$ cat config.mk
export PLATFORM = sky130hd
export DESIGN_NAME = hall_call_scheduler
export DESIGN_NICKNAME = d
export VERILOG_FILES = /design/src/rtl/elevator_pkg.sv /design/src/rtl/floor_priority_encoder.sv /design/src/rtl/hall_call_scheduler.sv
export SDC_FILE = /design/constraint.sdc
export NUM_CORES = 1
export LEC_CHECK = 0
export CORE_UTILIZATION = 40
export CTS_CLUSTER_SIZE = 25
export DETAILED_ROUTE_END_ITERATION = 7
export HOLD_SLACK_MARGIN = 0.08
export PLACE_DENSITY = 0.72
export SLEW_MARGIN = 20
export SYNTH_ARGS = -nofsm -noshare
export SYNTH_HDL_FRONTEND = slang
export SYNTH_SLANG_ARGS = --single-unit
$ cat constraint.sdc
create_clock -name clk -period 1.9 [get_ports clk]
set_input_delay 0.38 -clock clk [delete_from_list [all_inputs] [get_ports clk]]
set_output_delay 0.38 -clock clk [all_outputs]
set_load 0.05 [all_outputs]
$ cat src/rtl/elevator_pkg.sv
// elevator_pkg: shared types, direction constants and hall-button mask builder
package elevator_pkg;
  localparam int MAX_FLOORS = 64;
  localparam logic DIR_UP = 1'b1;
  localparam logic DIR_DOWN = 1'b0;
  typedef enum logic [1:0] {IDLE = 2'd0, SWEEP_UP = 2'd1, SWEEP_DOWN = 2'd2} state_t;
  typedef enum logic [1:0] {LOWEST_GE, LOWEST_GT, HIGHEST_LE, HIGHEST_LT} pe_mode_t;
  function automatic logic [MAX_FLOORS-1:0] build_mask(input int num_floors, input logic dir);
    logic [MAX_FLOORS-1:0] m;
    m = '0;
    for (int i = 0; i < MAX_FLOORS; i++)
      if (i < num_floors) m[i] = dir ? (i != num_floors - 1) : (i != 0);
    return m;
  endfunction
endpackage

$ cat src/rtl/floor_priority_encoder.sv
// floor_priority_encoder: finds the lowest or highest set floor relative to a threshold
module floor_priority_encoder
  import elevator_pkg::*;
#(
  parameter int NUM_FLOORS = 4,
  parameter int FLOOR_W = $clog2(NUM_FLOORS)
) (
  input  logic [NUM_FLOORS-1:0] vec,
  input  logic [FLOOR_W-1:0]    threshold,
  input  pe_mode_t              mode,
  output logic                  found,
  output logic [FLOOR_W-1:0]    index
);
  logic [NUM_FLOORS-1:0] qual;
  // keep only floors on the requested side of the threshold
  always_comb begin
    qual = '0;
    for (int i = 0; i < NUM_FLOORS; i++)
      qual[i] = vec[i] && (mode == LOWEST_GE  ? i >= int'(threshold) :
                           mode == LOWEST_GT  ? i >  int'(threshold) :
                           mode == HIGHEST_LE ? i <= int'(threshold) :
                                                i <  int'(threshold));
  end
  // scan from the far end so the last qualifying floor seen is the extreme one
  always_comb begin
    found = |qual;
    index = '0;
    for (int i = 0; i < NUM_FLOORS; i++)
      if (mode == LOWEST_GE || mode == LOWEST_GT) begin
        if (qual[NUM_FLOORS-1-i]) index = FLOOR_W'(NUM_FLOORS - 1 - i);
      end else if (qual[i]) index = FLOOR_W'(i);
  end
endmodule

$ cat src/rtl/hall_call_scheduler.sv
// hall_call_scheduler: latches hall calls and publishes a SCAN-ordered registered target
module hall_call_scheduler
  import elevator_pkg::*;
#(
  parameter int NUM_FLOORS = 4,
  parameter int FLOOR_W = $clog2(NUM_FLOORS)
) (
  input  logic                  clk,
  input  logic                  rst_n,
  input  logic [NUM_FLOORS-1:0] up_req,
  input  logic [NUM_FLOORS-1:0] down_req,
  input  logic [FLOOR_W-1:0]    current_floor,
  input  logic                  service_done,
  output logic [NUM_FLOORS-1:0] pending_up,
  output logic [NUM_FLOORS-1:0] pending_down,
  output logic                  target_valid,
  output logic [FLOOR_W-1:0]    target_floor,
  output logic                  up_down_flag
);
  localparam logic [MAX_FLOORS-1:0] UP_MASK_FULL = build_mask(NUM_FLOORS, DIR_UP);
  localparam logic [MAX_FLOORS-1:0] DOWN_MASK_FULL = build_mask(NUM_FLOORS, DIR_DOWN);
  localparam logic [NUM_FLOORS-1:0] UP_MASK = UP_MASK_FULL[NUM_FLOORS-1:0];
  localparam logic [NUM_FLOORS-1:0] DOWN_MASK = DOWN_MASK_FULL[NUM_FLOORS-1:0];
  localparam logic [NUM_FLOORS-1:0] ONE = NUM_FLOORS'(1);
  localparam logic [FLOOR_W-1:0] TOP = FLOOR_W'(NUM_FLOORS - 1);
  state_t state, state_nx;
  logic tv_nx, fl_nx;
  logic [FLOOR_W-1:0] tf_nx;
  logic up_ge_found, up_lo_found, dn_le_found, dn_hi_found;
  logic [FLOOR_W-1:0] up_ge_idx, up_lo_idx, dn_le_idx, dn_hi_idx;
  logic cur_ok, at_up, at_dn, up_above, dn_above, up_below, dn_below, any_above, any_below;
  logic hit;
  logic [NUM_FLOORS-1:0] clr_bit, clr_up, clr_dn;

  floor_priority_encoder #(.NUM_FLOORS(NUM_FLOORS), .FLOOR_W(FLOOR_W)) u_up_ge (
    .vec(pending_up), .threshold(current_floor), .mode(LOWEST_GE),
    .found(up_ge_found), .index(up_ge_idx));
  floor_priority_encoder #(.NUM_FLOORS(NUM_FLOORS), .FLOOR_W(FLOOR_W)) u_up_lo (
    .vec(pending_up), .threshold('0), .mode(LOWEST_GE),
    .found(up_lo_found), .index(up_lo_idx));
  floor_priority_encoder #(.NUM_FLOORS(NUM_FLOORS), .FLOOR_W(FLOOR_W)) u_dn_le (
    .vec(pending_down), .threshold(current_floor), .mode(HIGHEST_LE),
    .found(dn_le_found), .index(dn_le_idx));
  floor_priority_encoder #(.NUM_FLOORS(NUM_FLOORS), .FLOOR_W(FLOOR_W)) u_dn_hi (
    .vec(pending_down), .threshold(TOP), .mode(HIGHEST_LE),
    .found(dn_hi_found), .index(dn_hi_idx));

  assign cur_ok = int'(current_floor) < NUM_FLOORS;
  assign at_up = up_ge_found && up_ge_idx == current_floor;
  assign at_dn = dn_le_found && dn_le_idx == current_floor;
  assign up_above = up_ge_found && up_ge_idx != current_floor;
  assign dn_above = dn_hi_found && dn_hi_idx > current_floor;
  assign up_below = up_lo_found && up_lo_idx < current_floor;
  assign dn_below = dn_le_found && !at_dn;
  assign any_above = up_above || dn_above;
  assign any_below = up_below || dn_below;

  assign hit = service_done && target_valid && current_floor == target_floor;
  assign clr_bit = hit ? ONE << target_floor : '0;
  assign clr_up = (state == IDLE || up_down_flag == DIR_UP) ? clr_bit : '0;
  assign clr_dn = (state == IDLE || up_down_flag == DIR_DOWN) ? clr_bit : '0;

  // SCAN decision from the registered pending vectors; no target while the state changes
  always_comb begin
    state_nx = state;
    tv_nx = 1'b0;
    tf_nx = '0;
    fl_nx = DIR_DOWN;
    if (cur_ok)
      case (state)
        IDLE:
          if (at_up || at_dn) begin
            tv_nx = 1'b1;
            tf_nx = current_floor;
            fl_nx = at_up;
          end else if (any_above) state_nx = SWEEP_UP;
          else if (any_below) state_nx = SWEEP_DOWN;
        SWEEP_UP:
          if (up_ge_found) begin
            tv_nx = 1'b1;
            tf_nx = up_ge_idx;
            fl_nx = DIR_UP;
          end else if (dn_above) begin
            tv_nx = 1'b1;
            tf_nx = dn_hi_idx;
            fl_nx = DIR_DOWN;
          end else state_nx = (dn_le_found || up_below) ? SWEEP_DOWN : IDLE;
        SWEEP_DOWN:
          if (dn_le_found) begin
            tv_nx = 1'b1;
            tf_nx = dn_le_idx;
            fl_nx = DIR_DOWN;
          end else if (up_below) begin
            tv_nx = 1'b1;
            tf_nx = up_lo_idx;
            fl_nx = DIR_UP;
          end else state_nx = (up_ge_found || dn_above) ? SWEEP_UP : IDLE;
        default: state_nx = IDLE;
      endcase
  end

  // call latches (new presses beat same-cycle clears), FSM and registered target
  always_ff @(posedge clk or negedge rst_n)
    if (!rst_n) begin
      pending_up <= '0;
      pending_down <= '0;
      state <= IDLE;
      target_valid <= 1'b0;
      target_floor <= '0;
      up_down_flag <= DIR_DOWN;
    end else begin
      pending_up <= (pending_up & ~clr_up) | (up_req & UP_MASK);
      pending_down <= (pending_down & ~clr_dn) | (down_req & DOWN_MASK);
      state <= state_nx;
      target_valid <= tv_nx;
      target_floor <= tf_nx;
      up_down_flag <= fl_nx;
    end
endmodule

==> impl_metrics.yaml, run 1 <==
yosys:
  ys_top_cells_by_area: "sky130_fd_sc_hd__dfrtp_1 31%, sky130_fd_sc_hd__nand2_1 4.7%, sky130_fd_sc_hd__nor2_1 4.7%"
  synth-async-reset-ratio_pct: 100
  synth-seq-area-share_pct: 31.3
  syn-num-nets: 149
  synth_area_um2: 1120
  synth_area_leader_cell: "sky130_fd_sc_hd__dfrtp_1"
  synth.top_cells.by_count: "14 x sky130_fd_sc_hd__dfrtp_1, 14 x sky130_fd_sc_hd__nand2_1, 14 x sky130_fd_sc_hd__nor2_1"
  syn_avg_cell_area_um2: 8.42
  edff_count_synth: 0
  synthesis.yosys.warnings: 0
  ys_types: 47
  synth_largest_type_area_fraction_pct: 31.3
  top_flip_flop_cell_by_instance_count_after_synthesis: "sky130_fd_sc_hd__dfrtp_1"
  synth_cells: 133
  postSynthRegisterBits: 14
placed_design:
  pre_cts_ws_ns: -0.534
  buffer_ports.inserted: 22
  detailed_place_hpwl_mm: 2.66
  placed_area_um2: 1570
  gp_congestion: 0.916
cts:
  hold_buffers: 0
  clk_latency_ns: 0.28
  cts_num_sinks: 14
  cts_max_path_buffers: 2
  clock_transition_at_path_regs_ns: 0.08
  cts_tree: "done"
  clock_tree.htree_level_count: 1
  tritoncts_buffers: 3
  master_cell_of_the_clock_root_buffer: "sky130_fd_sc_hd__clkbuf_4"
floorplanning:
  num_rows: 18
  fp.coreArea_um2: 2570
  chipWidth_um: 54.9
  die_h_um: 54.9
  design.portCount: 25
  floorplan.die_area_um2: 3020
  initial_utilization_pct: 43.6
sta:
  clock_skew_ns: 0.000418
  grt_setup_unrepaired: "yes"
  layout_min_cycle_time_ns: 2.00
  final-hold-violation-count: 0
  setup_viol: 5
  finalWorstSetupSlack_ns: -0.0972
  period_share_pct: 105
  whs_ns: 0.469
  max_freq_ghz: 0.501
  slew_at_the_pin_closest_to_its_max_slew_limit_ns: 0.605
  final_max_slew_viol_count: 0
  relSlewSlack_pct: 59.5
detailed_routing:
  viasPerCell: 5.75
  drt-wirelength-per-cell_um: 16.9
  firstDrtPassIters: 5
  detail-route-antenna-nets: 0
  initialDrtViolationCount: 40
  drc_errors: 0
  vias: 1236
  detail_route.wirelength_mm: 3.64
cells_and_area:
  synthToLayoutAreaGrowth_pct: 54.6
  drive_gt1_share_pct: 44.9
  layout.filler_cells: 208
  antennaDiodeCount: 0
  final_nets: 202
  layout.cell_area.non_filler_um2: 1730
setup_path:
  crit_fanout: 6
  worstSetupStartpointType: "flop"
  worstPathArrival_ns: 2.17
  r2r-start: "pending_down[1]"
  critical_path.startpoint: "pending_down[1]"
  setup.worst_path.end_class: "flop"
  criticalPathCategory: "flop to flop"
  cp.required_ns: 2.07
run_status:
  violations: "setup timing"
  result_of_the_run: "finished, violations left"
global_routing:
  globalRoute.totalOverflow: 0
  global_route_wire_length_before_repair_mm: 5.51
  number_of_global_route_vias_before_repair: 1139
  grt.total_usage_pct: 27.2
  grt_start_max_net_pins: 15
  number_of_antenna_violations_at_the_first_check_in_global_routing: 0
worst_hold_path:
  hold_path_class: "primary input to asynchronous set/reset pin"
run:
  maxCapViolCount: 0
pwr:
  static-leakage-power_nw: 0.712
  power_density_cells_nw_per_um2: 920
  worst_supply_voltage_drop_on_vdd_mv: 0.933
  p_total_mw: 1.59
routing by layer:
| layer | vias up | track usage (%) | part of all wire, % |
|---|---|---|---|
| met2 | 34 | 42.8 | 47 |
| li1 | 590 | - | - |
| met5 | - | 0 | 0 |
| met1 | 603 | 36.0 | 47 |
| met3 | 9 | 6.28 | 4.2 |
| met4 | 0 | 10.0 | 2.1 |
critical path, cell delays in order, from the launching register on:
cell	delay, ns
sky130_fd_sc_hd__dfrtp_2	0.42
sky130_fd_sc_hd__buf_6	0.13
sky130_fd_sc_hd__buf_4	0.13
sky130_fd_sc_hd__a21o_1	0.16
sky130_fd_sc_hd__a211oi_2	0.24
sky130_fd_sc_hd__o31a_1	0.28
sky130_fd_sc_hd__buf_4	0.14
sky130_fd_sc_hd__nor2_1	0.04
sky130_fd_sc_hd__o32a_1	0.34
area by class of cell:
| class | count | area, µm² | share of cell area (%) |
|---|---|---|---|
| clock buffers | 4 | 36.3 | 2.10 |
| inverters | 4 | 15.0 | 0.867 |
| multi-input cells | 105 | 800 | 46.2 |
| flip-flops and latches | 14 | 359 | 20.7 |
| well taps | 30 | 37.5 | 2.17 |
| repair buffers | 58 | 484 | 28.0 |
flip-flops by register name, summed over array words and instances, names as in the netlist:
signal        cells
pending_up        4
up_down_flag      1
state             2
pending_down      4
target_floor      2
target_valid      1
power breakdown:
| group | total (mW) | internal (mW) | switching (mW) |
|---|---|---|---|
| registers | 0.478 | 0.372 | 0.106 |
| clock network | 0.214 | 0.117 | 0.0970 |
| logic | 0.900 | 0.391 | 0.510 |
| total | 1.59 | 0.880 | 0.713 |
layout by cell type, fill, tap and decap left out, types with 3 or more instances in the layout:
master	instances
sky130_fd_sc_hd__a21o_1	4
sky130_fd_sc_hd__a21oi_1	3
sky130_fd_sc_hd__buf_4	43
sky130_fd_sc_hd__buf_6	3
sky130_fd_sc_hd__clkbuf_4	3
sky130_fd_sc_hd__clkdlybuf4s50_1	9
sky130_fd_sc_hd__dfrtp_1	7
sky130_fd_sc_hd__dfrtp_2	7
sky130_fd_sc_hd__nand2_1	14
sky130_fd_sc_hd__nand2b_1	5
sky130_fd_sc_hd__nor2_1	11
sky130_fd_sc_hd__nor2b_1	3
sky130_fd_sc_hd__o21a_1	4
sky130_fd_sc_hd__o21ai_0	10
final timing paths:
check / endpoint / slack (ns) / cells past startpoint
min in group clk: target_floor[1] / 0.63 / 1
hold reg to reg: target_floor[1] / 0.63 / 1
max in group asynchronous: pending_up[2] / 1.00 / 1
hold / removal: target_valid / 0.47 / 1
setup reg to reg: state[1] / -0.1 / 8
setup / recovery: state[1] / -0.1 / 8
what timing repair did:
action,in CTS,in global routing
pin swaps,11,3
buffers inserted,6,0
hold endpoints to repair,0,0
gates resized for setup,19,2
setup endpoints to repair,6,6
cell families (layout without fill, tap and decap cells):
| logic type | count (synthesis) | count (layout) | share of synthesized area (%) |
|---|---|---|---|
| xor+xnor | 1 | 1 | 0.782 |
| flops | 14 | 14 | 31.3 |
| mux | 4 | 4 | 6.26 |
| compound gates | 42 | 42 | 28.0 |
| simple gates | 55 | 55 | 24.4 |
| fa+ha+maj | 3 | 3 | 3.35 |
| buf+inv | 14 | 66 | 5.92 |
through the flow:
stage | utilization [%] | TNS [ns] | cells
CTS | 66.8 | -0.213 | 215
global route | 67.4 | -0.664 | 215
floorplan | - | -0.592 | 133
finish | 67.4 | -0.252 | 215
detailed placement | 61.3 | -3.47 | 205
global placement | 61.3 | -3.35 | 205
Note: power is estimated with default switching activity, not from simulation.
==> inputs of run 2 (changes only) <==
--- a/config.mk
+++ b/config.mk
@@ -6,11 +6,11 @@
 export NUM_CORES = 1
 export LEC_CHECK = 0
 export CORE_UTILIZATION = 40
+export CTS_CLUSTER_DIAMETER = 200
 export CTS_CLUSTER_SIZE = 25
 export DETAILED_ROUTE_END_ITERATION = 7
 export HOLD_SLACK_MARGIN = 0.08
 export PLACE_DENSITY = 0.72
-export SLEW_MARGIN = 20
 export SYNTH_ARGS = -nofsm -noshare
 export SYNTH_HDL_FRONTEND = slang
 export SYNTH_SLANG_ARGS = --single-unit
==> results of run 2 <==
Same layout as run 1: the final DEF is identical, and so are final timing and power.
==> inputs of run 3 (changes only) <==
--- a/config.mk
+++ b/config.mk
@@ -11,6 +11,7 @@
 export DETAILED_ROUTE_END_ITERATION = 7
 export HOLD_SLACK_MARGIN = 0.08
 export PLACE_DENSITY = 0.72
+export REMOVE_ABC_BUFFERS = 1
 export SYNTH_ARGS = -nofsm -noshare
 export SYNTH_HDL_FRONTEND = slang
 export SYNTH_SLANG_ARGS = --single-unit
==> impl_metrics.yaml, run 3 (synthesis results as in run 1) <==
run_status:
  result_of_the_run: "finished, violations left"
  violations: "setup timing"
setup_path:
  critical_path.startpoint: "pending_up[1]"
  cp_num_cells: 6
  r2r-start: "pending_up[1]"
  crit_fanout: 3
  cp_num_buf_inv: 0
  rr_worst_depth: 6
  criticalPathCategory: "flop to flop"
  setup.worst_path.end_class: "flop"
  setup.reg_to_reg.worst_slack_ns: -0.13
  cp.required_ns: 2.08
  worstPathArrival_ns: 2.20
  cp_top_family: "simple AND/OR/NAND/NOR gates"
  slowest_stage: "sky130_fd_sc_hd__dfrtp_1"
  crit_path_cell_trace: "nor3_4, ha_1, o311a_1, o31a_1, or3_1, o211ai_1"
  critical_path_capture_point: "target_floor[0]"
  reg2reg_to: "target_floor[0]"
  max_stage_delay_ns: 0.41
  worstSetupStartpointType: "flop"
cells_and_area:
  drive_gt1_share_pct: 42.9
  antennaDiodeCount: 0
  layout.filler_cells: 223
  finish.utilization_pct: 67.1
  final_nets: 202
  mostFrequentLayoutCell: "sky130_fd_sc_hd__buf_4"
  synthToLayoutAreaGrowth_pct: 53.9
  largest_registers: "pending_down: 4 flops, pending_up: 4 flops"
  mostFrequentLayoutCells: "45 x sky130_fd_sc_hd__buf_4, 13 x sky130_fd_sc_hd__nand2_1, 12 x sky130_fd_sc_hd__dfrtp_1, 11 x sky130_fd_sc_hd__nor2_1, 10 x sky130_fd_sc_hd__o21ai_0"
cts:
  clock_transition_at_path_regs_ns: 0.08
  cts_tree: "done"
  tritoncts_buffers: 3
  cts_num_sinks: 14
  clk_latency_ns: 0.28
  clock_tree.htree_level_count: 1
  master_cell_of_the_clock_root_buffer: "sky130_fd_sc_hd__clkbuf_4"
  hold_buffers: 0
  cts_max_path_buffers: 2
pwr:
  sw_frac_of_total_pct: 47.0
  p_int_mw: 0.855
  sequentialPowerShare_pct: 30.4
  static-leakage-power_nw: 0.711
  p_total_mw: 1.61
  power_density_cells_nw_per_um2: 937
  clock_power_share_pct: 10.2
  comb_power_share_pct: 59.4
  net-switching-power_mw: 0.760
  worst_supply_voltage_drop_on_vdd_mv: 1.01
floorplanning:
  die_h_um: 54.9
  initial_utilization_pct: 43.6
  fp.coreArea_um2: 2570
  design.portCount: 25
  num_rows: 18
  chipWidth_um: 54.9
  floorplan.die_area_um2: 3020
detailed_routing:
  initialDrtViolationCount: 50
  viasPerCell: 5.88
  drt-wirelength-per-cell_um: 17.4
  drc_errors: 0
  detail_route.wirelength_mm: 3.72
  detail-route-antenna-nets: 0
  vias: 1259
  firstDrtPassIters: 5
global_routing:
  grt.met3_usage_pct: 3.28
  global_route.usage.met2_pct: 43.2
  grtUsageMet1_pct: 32.0
  globalRoute.totalOverflow: 0
  global_route_wire_length_before_repair_mm: 5.31
  top_usage_layer: "met2"
  grt_start_max_net_pins: 15
  number_of_antenna_violations_at_the_first_check_in_global_routing: 0
  grt.total_usage_pct: 25.5
  number_of_global_route_vias_before_repair: 1193
placed_design:
  gp_congestion: 0.993
  detailed_place_hpwl_mm: 2.45
  pre_cts_ws_ns: -0.533
  buffer_ports.inserted: 22
sta:
  grt_setup_unrepaired: "yes"
  relSlewSlack_pct: 57.9
  setup_viol: 5
  final_max_slew_viol_count: 0
  layout_min_cycle_time_ns: 2.03
  slew_at_the_pin_closest_to_its_max_slew_limit_ns: 0.629
  finalWorstSetupSlack_ns: -0.127
  max_freq_ghz: 0.493
  period_share_pct: 107
  clock_skew_ns: 0.000726
  final-hold-violation-count: 0
run:
  maxCapViolCount: 0
worst_hold_path:
  hold_path_class: "primary input to asynchronous set/reset pin"
## run 3: layer usage
layer / vias to the layer above / wire (µm)
met2: 59 / 1900
met5: - / 0
met4: 0 / 88
met3: 11 / 208
li1: 587 / -
met1: 602 / 1520
## run 3: what timing repair did
item                       in CTS  in global routing
gates resized for setup        22                 10
buffers inserted                5                  3
pin swaps                       8                  7
setup endpoints to repair       6                  6
## run 3: worst min path at each step
| stage | slack [ns] | from | to | depth (start not counted) |
|---|---|---|---|---|
| 2_1_floorplan | 0.08 | rst_n | pending_down[0] | 0 |
| 3_3_place_gp | 0.61 | state[0] | target_floor[1] | 1 |
| 3_5_place_dp | 0.62 | pending_down[0] | pending_down[0] | 1 |
| 4_1_cts | 0.51 | rst_n | target_valid | 1 |
| 5_1_grt | 0.54 | rst_n | pending_up[2] | 1 |
| 6_report | 0.49 | rst_n | target_floor[0] | 1 |
## run 3: power groups by stage
stage	sequential [mW]	clock (mW)	combinational [mW]
2_1_floorplan	0.629	0	0.345
4_1_cts	0.481	0.165	0.868
6_report	0.491	0.165	0.958
3_3_place_gp	0.470	0	0.787
3_5_place_dp	0.476	0	0.796
5_1_grt	0.502	0.175	1.01
## run 3: per-stage QoR
stage	TNS, ns	cell area (µm²)	hold slack (ns)	cells
floorplan	-1.20	1070	0.0844	123
global placement	-2.66	1510	0.611	203
detailed placement	-3.17	1510	0.619	203
CTS	-0.139	1650	0.509	211
global route	-0.681	1720	0.539	214
finish	-0.347	1720	0.490	214
## run 3: final cells by class
class | count | area [µm²] | share of cell area, %
timing repair buffer | 58 | 468 | 27.2
multi-input combinational | 105 | 827 | 48.0
clock buffer | 3 | 22.5 | 1.31
tap | 30 | 37.5 | 2.18
inverter | 4 | 15.0 | 0.871
sequential | 14 | 353 | 20.5
